$ cat src/rtl/dmem_bus_arbiter_pkg.sv
// Shared types for the data-memory bus arbiter: FSM states, owner encoding and
// the registered request payload.
package dmem_bus_arbiter_pkg;

    // Widths the payload struct is built for; the top checks its parameters match.
    localparam int REQ_ADDR_W = 32;
    localparam int REQ_DATA_W = 32;
    localparam int REQ_STRB_W = REQ_DATA_W / 8;

    typedef enum logic [1:0] {
        IDLE,
        XFER,
        RESP
    } state_t;

    typedef enum logic {
        M0,
        M1
    } owner_t;

    typedef struct packed {
        logic                  we;
        logic [REQ_ADDR_W-1:0] addr;
        logic [REQ_DATA_W-1:0] wdata;
        logic [REQ_STRB_W-1:0] strb;
    } req_t;

    // The master that gets priority after the given one has been served.
    function automatic owner_t other_owner(input owner_t o);
        return (o == M0) ? M1 : M0;
    endfunction

endpackage

$ cat src/rtl/dmem_arb_rr_pick.sv
// Combinational 2-way round-robin picker. rr_ptr only matters on a tie;
// a lone requester always wins.
module dmem_arb_rr_pick (
    input  logic [1:0] req,
    input  logic       rr_ptr,
    output logic [1:0] grant,
    output logic       winner
);

    // Resolve the winner, then expand it to a one-hot grant when anyone asks.
    always_comb begin
        winner = 1'b0;
        grant  = 2'b00;
        case (req)
            2'b01:   winner = 1'b0;
            2'b10:   winner = 1'b1;
            2'b11:   winner = rr_ptr;
            default: winner = 1'b0;
        endcase
        if (req != 2'b00) begin
            grant = winner ? 2'b10 : 2'b01;
        end
    end

endmodule

$ cat src/rtl/dmem_bus_arbiter.sv
// Two-master arbiter for the single data-memory port (M0 = LSU, M1 = debug/DMA).
// One transaction in flight: IDLE -> XFER -> RESP -> IDLE, round-robin on ties.
// Optional watchdog on XFER enabled by defining DMEM_ARB_TIMEOUT_EN.
module dmem_bus_arbiter
    import dmem_bus_arbiter_pkg::*;
#(
    parameter int ADDR_W         = 32,
    parameter int DATA_W         = 32,
    parameter int TIMEOUT_CYCLES = 255
) (
    input  logic                clk,
    input  logic                rst_n,

    input  logic                m0_req,
    input  logic                m0_we,
    input  logic [ADDR_W-1:0]   m0_addr,
    input  logic [DATA_W-1:0]   m0_wdata,
    input  logic [DATA_W/8-1:0] m0_strb,
    output logic                m0_ack,
    output logic [DATA_W-1:0]   m0_rdata,
    output logic                m0_err,

    input  logic                m1_req,
    input  logic                m1_we,
    input  logic [ADDR_W-1:0]   m1_addr,
    input  logic [DATA_W-1:0]   m1_wdata,
    input  logic [DATA_W/8-1:0] m1_strb,
    output logic                m1_ack,
    output logic [DATA_W-1:0]   m1_rdata,
    output logic                m1_err,

    output logic                s_valid,
    output logic                s_we,
    output logic [ADDR_W-1:0]   s_addr,
    output logic [DATA_W-1:0]   s_wdata,
    output logic [DATA_W/8-1:0] s_strb,
    input  logic                s_ready,
    input  logic [DATA_W-1:0]   s_rdata
);

    // The payload struct has fixed widths; catch a mismatched instantiation early.
    if (ADDR_W != REQ_ADDR_W || DATA_W != REQ_DATA_W) begin : g_width_check
        $error("dmem_bus_arbiter: ADDR_W/DATA_W must match the payload struct widths");
    end
    if (TIMEOUT_CYCLES < 1) begin : g_timeout_check
        $error("dmem_bus_arbiter: TIMEOUT_CYCLES must be >= 1");
    end

    state_t              state_q;
    owner_t              owner_q;
    owner_t              rr_ptr_q;
    req_t                payload_q;
    logic                s_valid_q;
    logic [1:0]          ack_q;
    logic [DATA_W-1:0]   rdata_q;

    logic [1:0]          grant;
    logic                winner;
    req_t                payload_d;

    dmem_arb_rr_pick u_rr_pick (
        .req    ({m1_req, m0_req}),
        .rr_ptr (rr_ptr_q),
        .grant  (grant),
        .winner (winner)
    );

    // Select the granted master's payload for capture in IDLE.
    always_comb begin
        if (grant[1]) begin
            payload_d = '{we: m1_we, addr: m1_addr, wdata: m1_wdata, strb: m1_strb};
        end else begin
            payload_d = '{we: m0_we, addr: m0_addr, wdata: m0_wdata, strb: m0_strb};
        end
    end

`ifdef DMEM_ARB_TIMEOUT_EN
    localparam int CNT_W = $clog2(TIMEOUT_CYCLES + 1);
    localparam logic [CNT_W-1:0] CNT_LAST = CNT_W'(TIMEOUT_CYCLES - 1);

    logic [CNT_W-1:0] cnt_q;
    logic             err_q;
`endif

    // Arbitration FSM with registered bus and response outputs.
    always_ff @(posedge clk or negedge rst_n) begin
        if (!rst_n) begin
            state_q   <= IDLE;
            owner_q   <= M0;
            rr_ptr_q  <= M0;
            payload_q <= '0;
            s_valid_q <= 1'b0;
            ack_q     <= 2'b00;
            rdata_q   <= '0;
`ifdef DMEM_ARB_TIMEOUT_EN
            cnt_q     <= '0;
            err_q     <= 1'b0;
`endif
        end else begin
            case (state_q)
                IDLE: begin
                    if (grant != 2'b00) begin
                        payload_q <= payload_d;
                        owner_q   <= owner_t'(winner);
                        s_valid_q <= 1'b1;
`ifdef DMEM_ARB_TIMEOUT_EN
                        cnt_q     <= '0;
`endif
                        state_q   <= XFER;
                    end
                end
                XFER: begin
                    if (s_ready) begin
                        // Writes return zero so the requester never sees stale data.
                        rdata_q   <= payload_q.we ? '0 : s_rdata;
                        ack_q     <= (owner_q == M1) ? 2'b10 : 2'b01;
                        s_valid_q <= 1'b0;
                        state_q   <= RESP;
`ifdef DMEM_ARB_TIMEOUT_EN
                    end else if (cnt_q == CNT_LAST) begin
                        rdata_q   <= '0;
                        err_q     <= 1'b1;
                        ack_q     <= (owner_q == M1) ? 2'b10 : 2'b01;
                        s_valid_q <= 1'b0;
                        state_q   <= RESP;
                    end else begin
                        cnt_q     <= cnt_q + 1'b1;
`endif
                    end
                end
                RESP: begin
                    ack_q    <= 2'b00;
                    rdata_q  <= '0;
`ifdef DMEM_ARB_TIMEOUT_EN
                    err_q    <= 1'b0;
`endif
                    rr_ptr_q <= other_owner(owner_q);
                    state_q  <= IDLE;
                end
                default: begin
                    state_q <= IDLE;
                end
            endcase
        end
    end

    assign s_valid  = s_valid_q;
    assign s_we     = payload_q.we;
    assign s_addr   = payload_q.addr;
    assign s_wdata  = payload_q.wdata;
    assign s_strb   = payload_q.strb;

    assign m0_ack   = ack_q[0];
    assign m1_ack   = ack_q[1];
    assign m0_rdata = ack_q[0] ? rdata_q : '0;
    assign m1_rdata = ack_q[1] ? rdata_q : '0;

`ifdef DMEM_ARB_TIMEOUT_EN
    assign m0_err   = ack_q[0] & err_q;
    assign m1_err   = ack_q[1] & err_q;
`else
    assign m0_err   = 1'b0;
    assign m1_err   = 1'b0;
`endif

endmodule

$ cat config.mk
export PLATFORM = sky130hd
export DESIGN_NAME = dmem_bus_arbiter
export DESIGN_NICKNAME = d
export VERILOG_FILES = /design/src/rtl/dmem_bus_arbiter_pkg.sv /design/src/rtl/dmem_arb_rr_pick.sv /design/src/rtl/dmem_bus_arbiter.sv
export SDC_FILE = /design/constraint.sdc
export NUM_CORES = 1
export LEC_CHECK = 0
export CORE_ASPECT_RATIO = 1.1
export CORE_MARGIN = 2
export CORE_UTILIZATION = 40
export CTS_CLUSTER_DIAMETER = 120
export DETAILED_ROUTE_END_ITERATION = 12
export PLACE_DENSITY_LB_ADDON = 0.05
export SLEW_MARGIN = 15
export SYNTH_ARGS = -nofsm -noshare
export SYNTH_HDL_FRONTEND = slang
export SYNTH_HIERARCHICAL = 1
export SYNTH_SLANG_ARGS = --single-unit
$ cat constraint.sdc
create_clock -name clk -period 3.6 [get_ports clk]
set_clock_uncertainty 0.15 [all_clocks]
set_input_delay 0.72 -clock clk [delete_from_list [all_inputs] [get_ports clk]]
set_output_delay 0.72 -clock clk [all_outputs]
set_load 0.02 [all_outputs]
-- Yosys cells after proc, flatten, opt, wreduce, memory -nomap -nowiden
Index checks and enable logic that the tools add are counted.
- flip-flop bits (word level): 108
- output and inout bits: 138
- reductions and logical operators: 9
- mux-type cells: 19
- eq/ne operators: 6
- operator list (cell ; count):
    32-bit two-way mux ; 4
    69-bit two-way mux ; 1
    32-bit case mux with 2 select lines ; 1
    2-bit two-way mux ; 6
    2-bit case mux with 2 select lines ; 2
    2-bit nonzero test ; 4
    2-bit equality test, second input constant ; 3
    2-bit AND reduction ; 3
    2-bit inequality test, second input constant ; 2
    1-bit case mux with 2 select lines ; 2
    1-bit two-way mux ; 3
    3-bit AND reduction ; 1
    2-bit by 1-bit equality test with 1-bit output, second input constant ; 1
    2-bit zero test ; 1

-- Logic depth before layout (Yosys ltp)
- word-level depth: 7
- gate-level depth with buffers: 7
- mapped depth without buffers: 5

-- Cells and area by module
Netlist, hierarchy kept.
- modules (own cells, without submodules) (module ; area an instance (um^2) ; cells each ; times used):
    dmem_bus_arbiter ; 5526.6 ; 462 ; 1
    dmem_arb_rr_pick ; 26.3 ; 4 ; 1

-- Worst setup path after synthesis
OpenSTA, ideal clock, no wires.
- kind: input port to flip-flop
- start: input port m1_req
- end: register payload_q (netlist bit s_addr[24])
- arrival time: 1942 ps
- setup slack: 1383 ps
- buffers on the path: 2
- required time: 3325 ps
- library setup time: 125 ps
- stages on the path: 5
- path through: a21boi_1 -> buf_4 -> clkbuf_1 -> mux2_2 -> mux2_2
- cells in the longest elaborated chain, start to end: 6
- elaborated cells between the ends (all ways): 9
- those cells by class: 2 x eq/ne; 4 x mux; 3 x reduce/logical
- RTL lines (what ; line ; RTL):
    start: declaration ; dmem_bus_arbiter.sv:23 ; input logic m1_req,
    2-bit equality test ; dmem_arb_rr_pick.sv:14 ; case (req)
    1-bit case mux with 2 select lines ; dmem_arb_rr_pick.sv:14 ;
    2-bit two-way mux ; dmem_arb_rr_pick.sv:21 ; grant = winner ? 2'b10 : 2'b01;
    2-bit two-way mux * ; dmem_arb_rr_pick.sv:20 ; if (req != 2'b00) begin
    2-bit nonzero test ; dmem_bus_arbiter.sv:102 ; if (grant != 2'b00) begin
    2-bit AND reduction (no line) ; -- ;
    end signal: assignment ; dmem_bus_arbiter.sv:103 ; payload_q <= payload_d;
    end: declaration ; dmem_bus_arbiter.sv:52 ; req_t payload_q;
Mark *: on every way between the ends. The rest lies on a longest branch, timed or not.
A chain may end at the register's enable or synchronous reset.

-- Worst setup path after layout
- start: register ack_q[1]
- end: output port m1_rdata[21]
- cells in the longest elaborated chain, start to end: 1
- RTL lines (what ; line ; RTL):
    start: declaration ; dmem_bus_arbiter.sv:54 ; logic [1:0] ack_q;
    start signal: assignment ; dmem_bus_arbiter.sv:116 ; ack_q <= (owner_q == M1) ? 2'b10 : 2'b01;
    32-bit two-way mux ; dmem_bus_arbiter.sv:156 ; assign m1_rdata = ack_q[1] ? rdata_q : '0;
    end: declaration ; dmem_bus_arbiter.sv:29 ; output logic [DATA_W-1:0] m1_rdata,
Every way passes these cells.

==> flow_summary.json <==
{
  "post_layout_nonfiller_instances": 952,
  "syn_avg_cell_area_um2": 11.9,
  "peakVddDrop_v": 0.000402,
  "drt-pass1-iter-count": 4,
  "synth.distinct_cells": 25,
  "hold_buffers": 0,
  "synth.most_common_cell": "mux2_2",
  "ys_top_cells_by_area": "dfrtp_1 (49%), mux2_2 (27%), and2_1 (7.2%)",
  "drt_iter0_drc": 175,
  "cts-root-buf": "clkbuf_16",
  "yosys.area.top_type": "dfrtp_1",
  "slew_headroom": 0.435,
  "htree_levels": 3,
  "wl_per_cell_um": 16.7,
  "synth_common_cells": "mux2_2 (134), dfrtp_1 (108), and2_1 (64)",
  "postCtsSetupRepairBufs": 0,
  "fin_crit_sh": 0.828,
  "clk_path_buf_depth": 2,
  "outcome": "finished clean",
  "crit_end": "m1_rdata[21]",
  "ys_warn_count": 6,
  "clk_pin_slew_ps": 70,
  "ys_ff_latch": 108,
  "layout-drive-gt1-share": 0.212,
  "cts_buffers": 9,
  "startpoint": "ack_q[1]",
  "r2r_end": "s_addr[22]",
  "crit_path_max_fanout": 35,
  "cts.sink_count": 108,
  "antenna_found_initial": 0,
  "grt_usage": 0.217,
  "die_w_um": 116,
  "grt_overflow": 0,
  "ios": 313,
  "yosysSeqAreaShare": 0.487,
  "post-dp-hpwl_um": 12300,
  "power_density_mw_per_mm2": 719,
  "critPathRequiredTime_ps": 2730,
  "final_nets": 934,
  "fmax_ghz": 0.336,
  "drc": 0,
  "cts_tree": "built",
  "clock_latency_ps": 340,
  "port_buffers": 310,
  "dr_total_vias": 4568,
  "dp.cells": 936,
  "cp-end-kind": "output pin",
  "tightest_slew_ps": 847,
  "drv_cap": 0,
  "num_rows": 45,
  "min_period_ps": 2980,
  "reg2reg_depth": 6,
  "fp.dieH_um": 128,
  "dieArea_mm2": 0.0148,
  "tns_ps": 0,
  "grt_pass1_wl_um": 24900,
  "timing.final.hold_violations": 0,
  "leakagePower_nw": 3.65,
  "worstPathArrival_ps": 2110,
  "criticalPathCategory": "reg -> out",
  "vias_per_cell": 4.80,
  "hp-class": "in -> async",
  "slew_violations": 0,
  "synth_edf_count": 0,
  "synth_ff_type": "dfrtp_1",
  "start_util": 0.406,
  "final_util": 0.662,
  "routed_wl_um": 15900,
  "syn_area_mm2": 0.00555,
  "startpoint_type": "register",
  "holdWs_ps": 299,
  "gp_congestion": 0.779,
  "reg2reg_slack_ps": 1540,
  "grt_pass1_vias": 4778,
  "final-setup-viol-count": 0,
  "synth_cells": 466,
  "r2r-start": "rr_ptr_q",
  "grt_max_degree": 70,
  "syn_to_final_growth_pct": 63.2,
  "async_reset_ff_frac": 1.00,
  "n_antenna_cell": 0,
  "rsz0062_at_grt": "false",
  "postCtsResizedCells": 0,
  "antenna_left": 0,
  "synth_top_area_share": 0.487,
  "design.core.area_mm2": 0.0137
}
-- critical path, stage by stage, from the launching register on --
cell and delay, ps:
dfrtp_1 890, and2_1 260, clkdlybuf4s50_1 610
-- power breakdown --
group | switching, mW | internal [mW]
Clock | 0.420 | 0.573
Combinational | 1.58 | 1.80
Sequential | 0.384 | 1.75
-- per-stage QoR --
| stage | instance area, um2 | total power [mW] | setup slack (ps) |
|---|---|---|---|
| after floorplan | 5560 | 4.01 | 1380 |
| after global placement | 8760 | 5.47 | 775 |
| after detailed placement | 8760 | 5.58 | 751 |
| after CTS | 9060 | 6.60 | 551 |
| after global routing | 9060 | 6.89 | 451 |
| final | 9060 | 6.51 | 620 |
-- state kept, by name (all words and copies together) (netlist names) --
signal and cells:
ack_q 2, owner_q 1, rdata_q 32, rr_ptr_q 1, s_addr 32, s_strb 4, s_valid 1, s_wdata 32
s_we 1, state_q 2
-- logic make-up after synthesis --
logic type | synth area share
mux | 0.282
simple gates | 0.146
flops | 0.487
compound gates | 0.0410
buf+inv | 0.0439
other cells | 0.000675
-- routing by layer --
layer | track usage | share of wire | vias to the layer above
met2 | 0.377 | 0.51 | 187
met3 | 0.0607 | 0.083 | 27
met4 | 0.0875 | 0.029 | 0
met5 | 0 | 0 | -
met1 | 0.249 | 0.38 | 2176
li1 | - | - | 2178
-- how the worst min path moves through the flow --
stage | cells after the start | endpoint | slack [ps] | from
2_1_floorplan | 0 | ack_q[0] | 270 | rst_n
4_1_cts | 1 | s_wdata[23] | 320 | rst_n
5_1_grt | 1 | s_wdata[20] | 350 | rst_n
6_report | 1 | s_wdata[19] | 300 | rst_n
3_5_place_dp | 1 | s_wdata[10] | 320 | s_wdata[10]
3_3_place_gp | 1 | s_valid | 320 | s_valid
-- cells in the final DEF, fill, tap and decap left out, drive strengths merged --
cell type	instances
mux2	139
o21ai	35
buf	9
clkdlybuf4s50	309
bufinv	1
nand3b	1
dfrtp	108
clkbuf	11
a21boi	3
nand3	33
nor2	1
a31oi	1
nor2b	1
a21o	1
clkinv	4
a31o	1
and2	64
nor3	1
nand2b	33
nand2	1
o211ai	1
inv	4
conb	2
-- area by class of cell --
type	instances	area, um2
Sequential cell	108	2700
Tap cell	188	235
Multi-Input combinational cell	318	2620
Inverter	4	15.0
Timing Repair Buffer	318	3190
Fill cell	1115	4620
Clock buffer	11	253
Clock inverter	5	50.0
Power figures use the tool's default switching activity.
